--- src/rtl/toggle_hs_rx_pkg.sv ---
// Shared types and defaults for the toggle-handshake receiver.
package toggle_hs_pkg;

  localparam int DATA_W_DEF = 8;
  localparam int CNT_W_DEF  = 8;

  // All-ones value of the default-width event counter
  localparam logic [CNT_W_DEF-1:0] CNT_MAX_DEF = '1;

  typedef enum logic {
    IDLE = 1'b0,
    HOLD = 1'b1
  } state_t;

endpackage

--- src/rtl/toggle_hs_rx_if.sv ---
// Toggle request/acknowledge link plus downstream valid/ready port and status.
interface toggle_hs_rx_if
  import toggle_hs_pkg::*;
#(
  parameter int DATA_W = DATA_W_DEF,
  parameter int CNT_W  = CNT_W_DEF
) ();

  logic              req_tgl;
  logic [DATA_W-1:0] req_data;
  logic              ack_tgl;
  logic              out_valid;
  logic [DATA_W-1:0] out_data;
  logic              out_ready;
  logic [CNT_W-1:0]  evt_cnt;
  logic              err_overrun;

  modport master (
    output req_tgl, req_data, out_ready,
    input  ack_tgl, out_valid, out_data, evt_cnt, err_overrun
  );

  modport slave (
    input  req_tgl, req_data, out_ready,
    output ack_tgl, out_valid, out_data, evt_cnt, err_overrun
  );

endinterface

--- src/rtl/toggle_hs_rx_edge_det.sv ---
// Request-toggle edge detector; TOGGLE_HS_RX_SYNC_EN adds a 2-flop synchronizer.
module toggle_edge_det (
  input  logic clk,
  input  logic req_tgl_i,
  output logic tgl_det_o
);

  logic req_s;
  logic req_prev_q;

`ifdef TOGGLE_HS_RX_SYNC_EN
  logic [1:0] sync_q;

  always_ff @(posedge clk) begin
    sync_q <= {sync_q[0], req_tgl_i};
  end

  assign req_s = sync_q[1];
`else
  assign req_s = req_tgl_i;
`endif

  // Loads through reset too, so the sender's idle level never looks like a flip
  always_ff @(posedge clk) begin
    req_prev_q <= req_s;
  end

  assign tgl_det_o = req_s ^ req_prev_q;

endmodule

--- src/rtl/toggle_hs_rx.sv ---
// Toggle-handshake receiver: captures each request flip, presents it on valid/ready,
// acknowledges on consumption. Optional input sync: define TOGGLE_HS_RX_SYNC_EN.
module toggle_hs_rx
  import toggle_hs_pkg::*;
#(
  parameter int DATA_W = DATA_W_DEF,
  parameter int CNT_W  = CNT_W_DEF
) (
  input  logic            clk,
  input  logic            reset,
  toggle_hs_rx_if.slave   hs
);

  localparam logic [CNT_W-1:0] CNT_MAX = '1;

  function automatic logic [CNT_W-1:0] sat_inc(input logic [CNT_W-1:0] v);
    return (v == CNT_MAX) ? v : v + 1'b1;
  endfunction

  logic              tgl_det;
  state_t            state_q;
  logic              valid_q;
  logic [DATA_W-1:0] data_q;
  logic              ack_q;
  logic [CNT_W-1:0]  cnt_q;
  logic [CNT_W-1:0]  cnt_d;
  logic              err_q;

  toggle_edge_det u_edge_det (
    .clk       (clk),
    .req_tgl_i (hs.req_tgl),
    .tgl_det_o (tgl_det)
  );

  assign cnt_d = sat_inc(cnt_q);

  always_ff @(posedge clk) begin
    if (!reset) begin
      state_q <= IDLE;
      valid_q <= 1'b0;
      data_q  <= '0;
      ack_q   <= 1'b0;
      cnt_q   <= '0;
      err_q   <= 1'b0;
    end else begin
      case (state_q)
        IDLE: begin
          if (tgl_det) begin
            data_q  <= hs.req_data;
            valid_q <= 1'b1;
            state_q <= HOLD;
          end
        end
        HOLD: begin
          // A flip while a word is pending is dropped, only flagged
          if (tgl_det) begin
            err_q <= 1'b1;
          end
          if (hs.out_ready) begin
            valid_q <= 1'b0;
            ack_q   <= ~ack_q;
            cnt_q   <= cnt_d;
            state_q <= IDLE;
          end
        end
        default: state_q <= IDLE;
      endcase
    end
  end

  assign hs.ack_tgl     = ack_q;
  assign hs.out_valid   = valid_q;
  assign hs.out_data    = data_q;
  assign hs.evt_cnt     = cnt_q;
  assign hs.err_overrun = err_q;

endmodule

--- src/flat_wrapper.sv ---
// flat-port wrapper written by rule: the top's interface ports become plain ports
module toggle_hs_rx_flat import toggle_hs_pkg::*;
#(
  parameter int DATA_W = DATA_W_DEF,
  parameter int CNT_W  = CNT_W_DEF
)
  (clk, reset, hs_req_tgl, hs_req_data, hs_out_ready, hs_ack_tgl, hs_out_valid, hs_out_data, hs_evt_cnt, hs_err_overrun);
  toggle_hs_rx_if #(.DATA_W(DATA_W), .CNT_W(CNT_W)) hs_i ();
  input  logic clk;
  input  logic reset;
  input wire logic [$bits(hs_i.req_tgl)-1:0] hs_req_tgl;
  input wire logic [$bits(hs_i.req_data)-1:0] hs_req_data;
  input wire logic [$bits(hs_i.out_ready)-1:0] hs_out_ready;
  output wire logic [$bits(hs_i.ack_tgl)-1:0] hs_ack_tgl;
  output wire logic [$bits(hs_i.out_valid)-1:0] hs_out_valid;
  output wire logic [$bits(hs_i.out_data)-1:0] hs_out_data;
  output wire logic [$bits(hs_i.evt_cnt)-1:0] hs_evt_cnt;
  output wire logic [$bits(hs_i.err_overrun)-1:0] hs_err_overrun;
  assign hs_i.req_tgl = hs_req_tgl;
  assign hs_i.req_data = hs_req_data;
  assign hs_i.out_ready = hs_out_ready;
  assign hs_ack_tgl = hs_i.ack_tgl;
  assign hs_out_valid = hs_i.out_valid;
  assign hs_out_data = hs_i.out_data;
  assign hs_evt_cnt = hs_i.evt_cnt;
  assign hs_err_overrun = hs_i.err_overrun;
  toggle_hs_rx #(.DATA_W(DATA_W), .CNT_W(CNT_W)) u_core (.clk(clk), .reset(reset), .hs(hs_i));
endmodule
--- config.mk ---
export PLATFORM = sky130hd
export DESIGN_NAME = toggle_hs_rx_flat
export DESIGN_NICKNAME = d
export VERILOG_FILES = /design/src/rtl/toggle_hs_rx_pkg.sv /design/src/rtl/toggle_hs_rx_if.sv /design/src/rtl/toggle_hs_rx_edge_det.sv /design/src/rtl/toggle_hs_rx.sv /design/src/flat_wrapper.sv
export SDC_FILE = /design/constraint.sdc
export NUM_CORES = 1
export LEC_CHECK = 0
export ABC_CLOCK_PERIOD_IN_PS = 1300
export BUFFER_PORTS_ARGS = -buffer_cell sky130_fd_sc_hd__buf_2
export CAP_MARGIN = 20
export CORE_UTILIZATION = 45
export CTS_BUF_LIST = sky130_fd_sc_hd__clkbuf_4 sky130_fd_sc_hd__clkbuf_8
export CTS_CLUSTER_DIAMETER = 200
export DETAILED_ROUTE_END_ITERATION = 6
export PLACE_DENSITY = 0.76
export SYNTH_ARGS = -nofsm -noshare
export SYNTH_HDL_FRONTEND = slang
export SYNTH_SLANG_ARGS = --single-unit
--- constraint.sdc ---
create_clock -name clk -period 1.3 [get_ports clk]
set_input_delay 0.26 -clock clk [delete_from_list [all_inputs] [get_ports clk]]
set_output_delay 0.26 -clock clk [all_outputs]
set_load 0.005 [all_outputs]
==> reports/metrics.csv <==
stage;metric;value;unit
pwr;swShare;0.2688;
sta;post-route-min-period;1.264;ns
setup_path;timing.setup.critical_path_class;reg -> reg;
clock_tree;cts.repair_timing.setup_buffer_count;0;
synth;synth_flop_cell;dfxtp_1;
detailed_routing;drtAntennaViolNets;0;
cells_and_area;fraction_of_final_layout_cells_with_drive_strength_greater_than_1;0.3582;
pwr;static-leakage-power;0.0005086;uW
floorplan;core_region_area;1802;um2
setup_path;delay_of_the_slowest_critical_path_stage;0.34;ns
synth;post_synth_num_cell_types;30;
clock_tree;cts_tree;yes;
clock_tree;clk_root_buffer_cell;clkbuf_4;
synth;synthesis.instances;100;
cells_and_area;post-route-cell-area;1132;um2
cells_and_area;antennaDiodeCount;0;
grt;grt_start_max_net_pins;13;
sta;clock-skew-final;0.006053;ns
setup_path;cp_cell_sequence;ha_2, and4_4, a211oi_2, mux2i_1;
clock_tree;numCtsBuffers;3;
grt;global_route.overflow_total;0;
cells_and_area;flow.area_growth_from_synthesis;26.22;%
detailed_routing;drtPass1Iterations;4;
clock_tree;clk_latency;0.30;ns
floorplan;floorplan.die.height;46.65;um
synth;synth_area_per_cell;8.971;um2
setup_path;type_of_destination_of_the_critical_path;register;
synth;synth.largest_area_cell;dfxtp_1;
pwr;power.net_switching;322.0;uW
clock_tree;cts_hold_buf;0;
detailed_routing;remaining_drc_errors;0;
sta;measured_slew_at_the_worst_slew_check_pin;0.4045;ns
clock_tree;path_clk_slew;0.12;ns
detailed_routing;post_drt_via_cell_ratio;5.390;
sta;setup_total_negative_slack;0;ns
floorplan;floorplan.initialDensity;0.4979;
floorplan;floorplan.die.width;46.65;um
clock_tree;clock_sink_count;21;
sta;timing.max_slew.rel_slack;0.7301;
detailed_routing;routed_wirelength;1.988;mm
synth;top_area_cell_type_share_of_the_netlist_area;0.4686;
cells_and_area;number_of_nets_at_the_end_of_the_flow;148;
pwr;clock_power_share;0.267;
synth;yosys_register_bits;21;
pwr;p_seq_frac;0.586;
sta;final-hold-violation-count;0;
synth;netlist_top_cells_area;dfxtp_1, a21oi_1, nand3_1;
grt;antenna_found_initial;0;
placed_design;dpl.hpwl;1.408;mm
synth;synth_edf_count;0;
sta;achievable-frequency;0.7911;GHz
placed_design;final_wtd_congestion;0.8328;
floorplan;fp-row-count;15;
setup_path;critical_path.max_fanout;3;
detailed_routing;wl_per_cell;12.50;um
grt;grt_pass1_vias;705;
pwr;internal-power;876.0;uW
status;run_status;finished clean;
synth;synth-seq-area-share;0.4686;
synth;synth.net_count;113;
hold_path;timing.hold.worst.class;in -> reg;
grt;grt_pass1_wl;3.001;mm
synth;ys_warn_count;0;
pwr;comb_power_share;0.147;
clock_tree;cts_buffer_depth;2;
pwr;power.density_cell_area;1058;nW/um2
clock_tree;cts.htree.levels;1;
sta;finalSetupViolCount;0;
setup_path;crit_path_start_kind;register;
detailed_routing;drtIter0Drc;24;
floorplan;design.die.area;2176;um2
floorplan;num_io_pins;31;
setup_path;cpMaxStageDelayCell;dfxtp_2;
run;drv.max_cap_violation_count;0;
placed_design;io_buf_count;30;
sta;finalMaxSlewViolations;0;
synth;synth_async_sr_flop_share;0;
setup_path;critical_path_arrival;1.51;ns
setup_path;worstPathRequired;1.54;ns
placed_design;post_dp_cell_area;1094;um2
grt;grt.total_usage;0.1979;
pwr;worst_ir_drop_vdd;0.8404;mV
sta;period_share;0.9723;
pwr;fin_total_pwr;1198;uW
detailed_routing;vias;857;
synth;synth.cell_area;897.1;um2
cells_and_area;fillers;175;
==> power by group through the flow <==
stage               combinational [uW]  clock, uW  sequential (uW)
floorplan                         87.4          0              719
global placement                   170          0              713
detailed placement                 174          0              717
CTS                                176        325              702
global route                       197        364              707
finish                             176        320              702
==> cells by family after synthesis <==
kind of cell / synth area share
AND/OR/NAND/NOR: 0.1981
AO/OA/AOI/OAI: 0.2022
flip-flops: 0.4686
buffers and inverters: 0.04603
XOR/XNOR: 0.03767
multiplexers: 0.03347
adder cells (fa/ha/maj): 0.01394
==> cells in the mapped netlist (2+ instances only) <==
master,instances
and3_1,4
nand3_1,10
and4_1,2
nand2b_1,2
a211oi_2,2
nand2_1,7
nor2_1,3
a31oi_1,2
a21oi_1,13
inv_1,2
clkbuf_1,2
mux2i_1,3
dfxtp_1,21
o21ai_0,9
buf_2,3
==> flip-flops by register name (all words and copies together), names as in the netlist <==
| signal | cells |
|---|---|
| u_core.hs.evt_cnt | 8 |
| u_core.hs.err_overrun | 1 |
| u_core.u_edge_det.req_prev_q | 1 |
| u_core.hs.out_data | 8 |
| u_core.hs.ack_tgl | 1 |
| u_core.state_q | 1 |
| u_core.hs.out_valid | 1 |
==> worst max-delay path, delay by kind of cell, from the launching register on <==
kind | cells | cell delay [ns]
DFF | 1 | 0.34
and+or+nand+nor | 1 | 0.20
AOI/OAI and AO/OA | 1 | 0.25
adders and majority gates | 1 | 0.19
muxes | 1 | 0.22
==> layout make-up <==
| class | count | area, um2 | area share |
|---|---|---|---|
| inverter | 3 | 11.26 | 0.009945 |
| timing repair buffer | 36 | 195.2 | 0.1724 |
| clock inverter | 1 | 5.005 | 0.004420 |
| multi-input combinational | 70 | 445.4 | 0.3934 |
| clock buffer | 3 | 22.52 | 0.01989 |
| sequential | 21 | 421.7 | 0.3724 |
| tap | 25 | 31.28 | 0.02762 |
==> path summary, 6_finish.rpt <==
| kind | from | to | slack (ns) | cells after the start |
|---|---|---|---|---|
| worst min-delay path | hs_req_tgl | u_core.u_edge_det.req_prev_q | 0.11 | 1 |
| worst min register to register | u_core.hs.err_overrun | u_core.hs.err_overrun | 0.48 | 2 |
| worst max register to register | u_core.hs.evt_cnt[0] | u_core.hs.evt_cnt[5] | 0.04 | 4 |
| worst max-delay path | u_core.hs.evt_cnt[0] | u_core.hs.evt_cnt[5] | 0.04 | 4 |
==> metal layers <==
| layer | vias up | share of wire | track usage |
|---|---|---|---|
| met2 | 22 | 0.48 | 0.2944 |
| met5 | - | 0 | 0 |
| met3 | 5 | 0.033 | 0.04706 |
| met4 | 0 | 0.016 | 0.08571 |
| met1 | 399 | 0.47 | 0.2703 |
| li1 | 431 | - | - |
==> metrics by stage <==
stage / util / std cells / hold slack [ns] / worst slack, ns
2_1_floorplan: - / 100 / 0.2877 / 0.008989
3_3_place_gp: 0.6069 / 155 / 0.4293 / 0.04615
3_5_place_dp: 0.6069 / 155 / 0.4338 / -0.008907
4_1_cts: 0.6243 / 159 / 0.1107 / 0.01809
5_1_grt: 0.6285 / 159 / 0.1006 / -0.03424
6_report: 0.6285 / 159 / 0.1107 / 0.03599
==> layout by cell type, fill, tap and decap left out, types with 3 or more instances in the layout <==
| cell type | Yosys | final |
|---|---|---|
| a21oi_1 | 13 | 12 |
| buf_2 | 3 | 30 |
| and3_1 | 4 | 3 |
| nand3_1 | 10 | 10 |
| mux2i_1 | 3 | 3 |
| buf_4 | 1 | 6 |
| nand2_1 | 7 | 7 |
| dfxtp_1 | 21 | 20 |
| o21ai_0 | 9 | 9 |
| nor2_1 | 3 | 3 |
| clkbuf_4 | 0 | 3 |
==> what timing repair did <==
action	CTS	global route
resized for setup	1	5
pin swaps	1	2
setup endpoints to repair	3	6
Power figures use the tool's default switching activity.
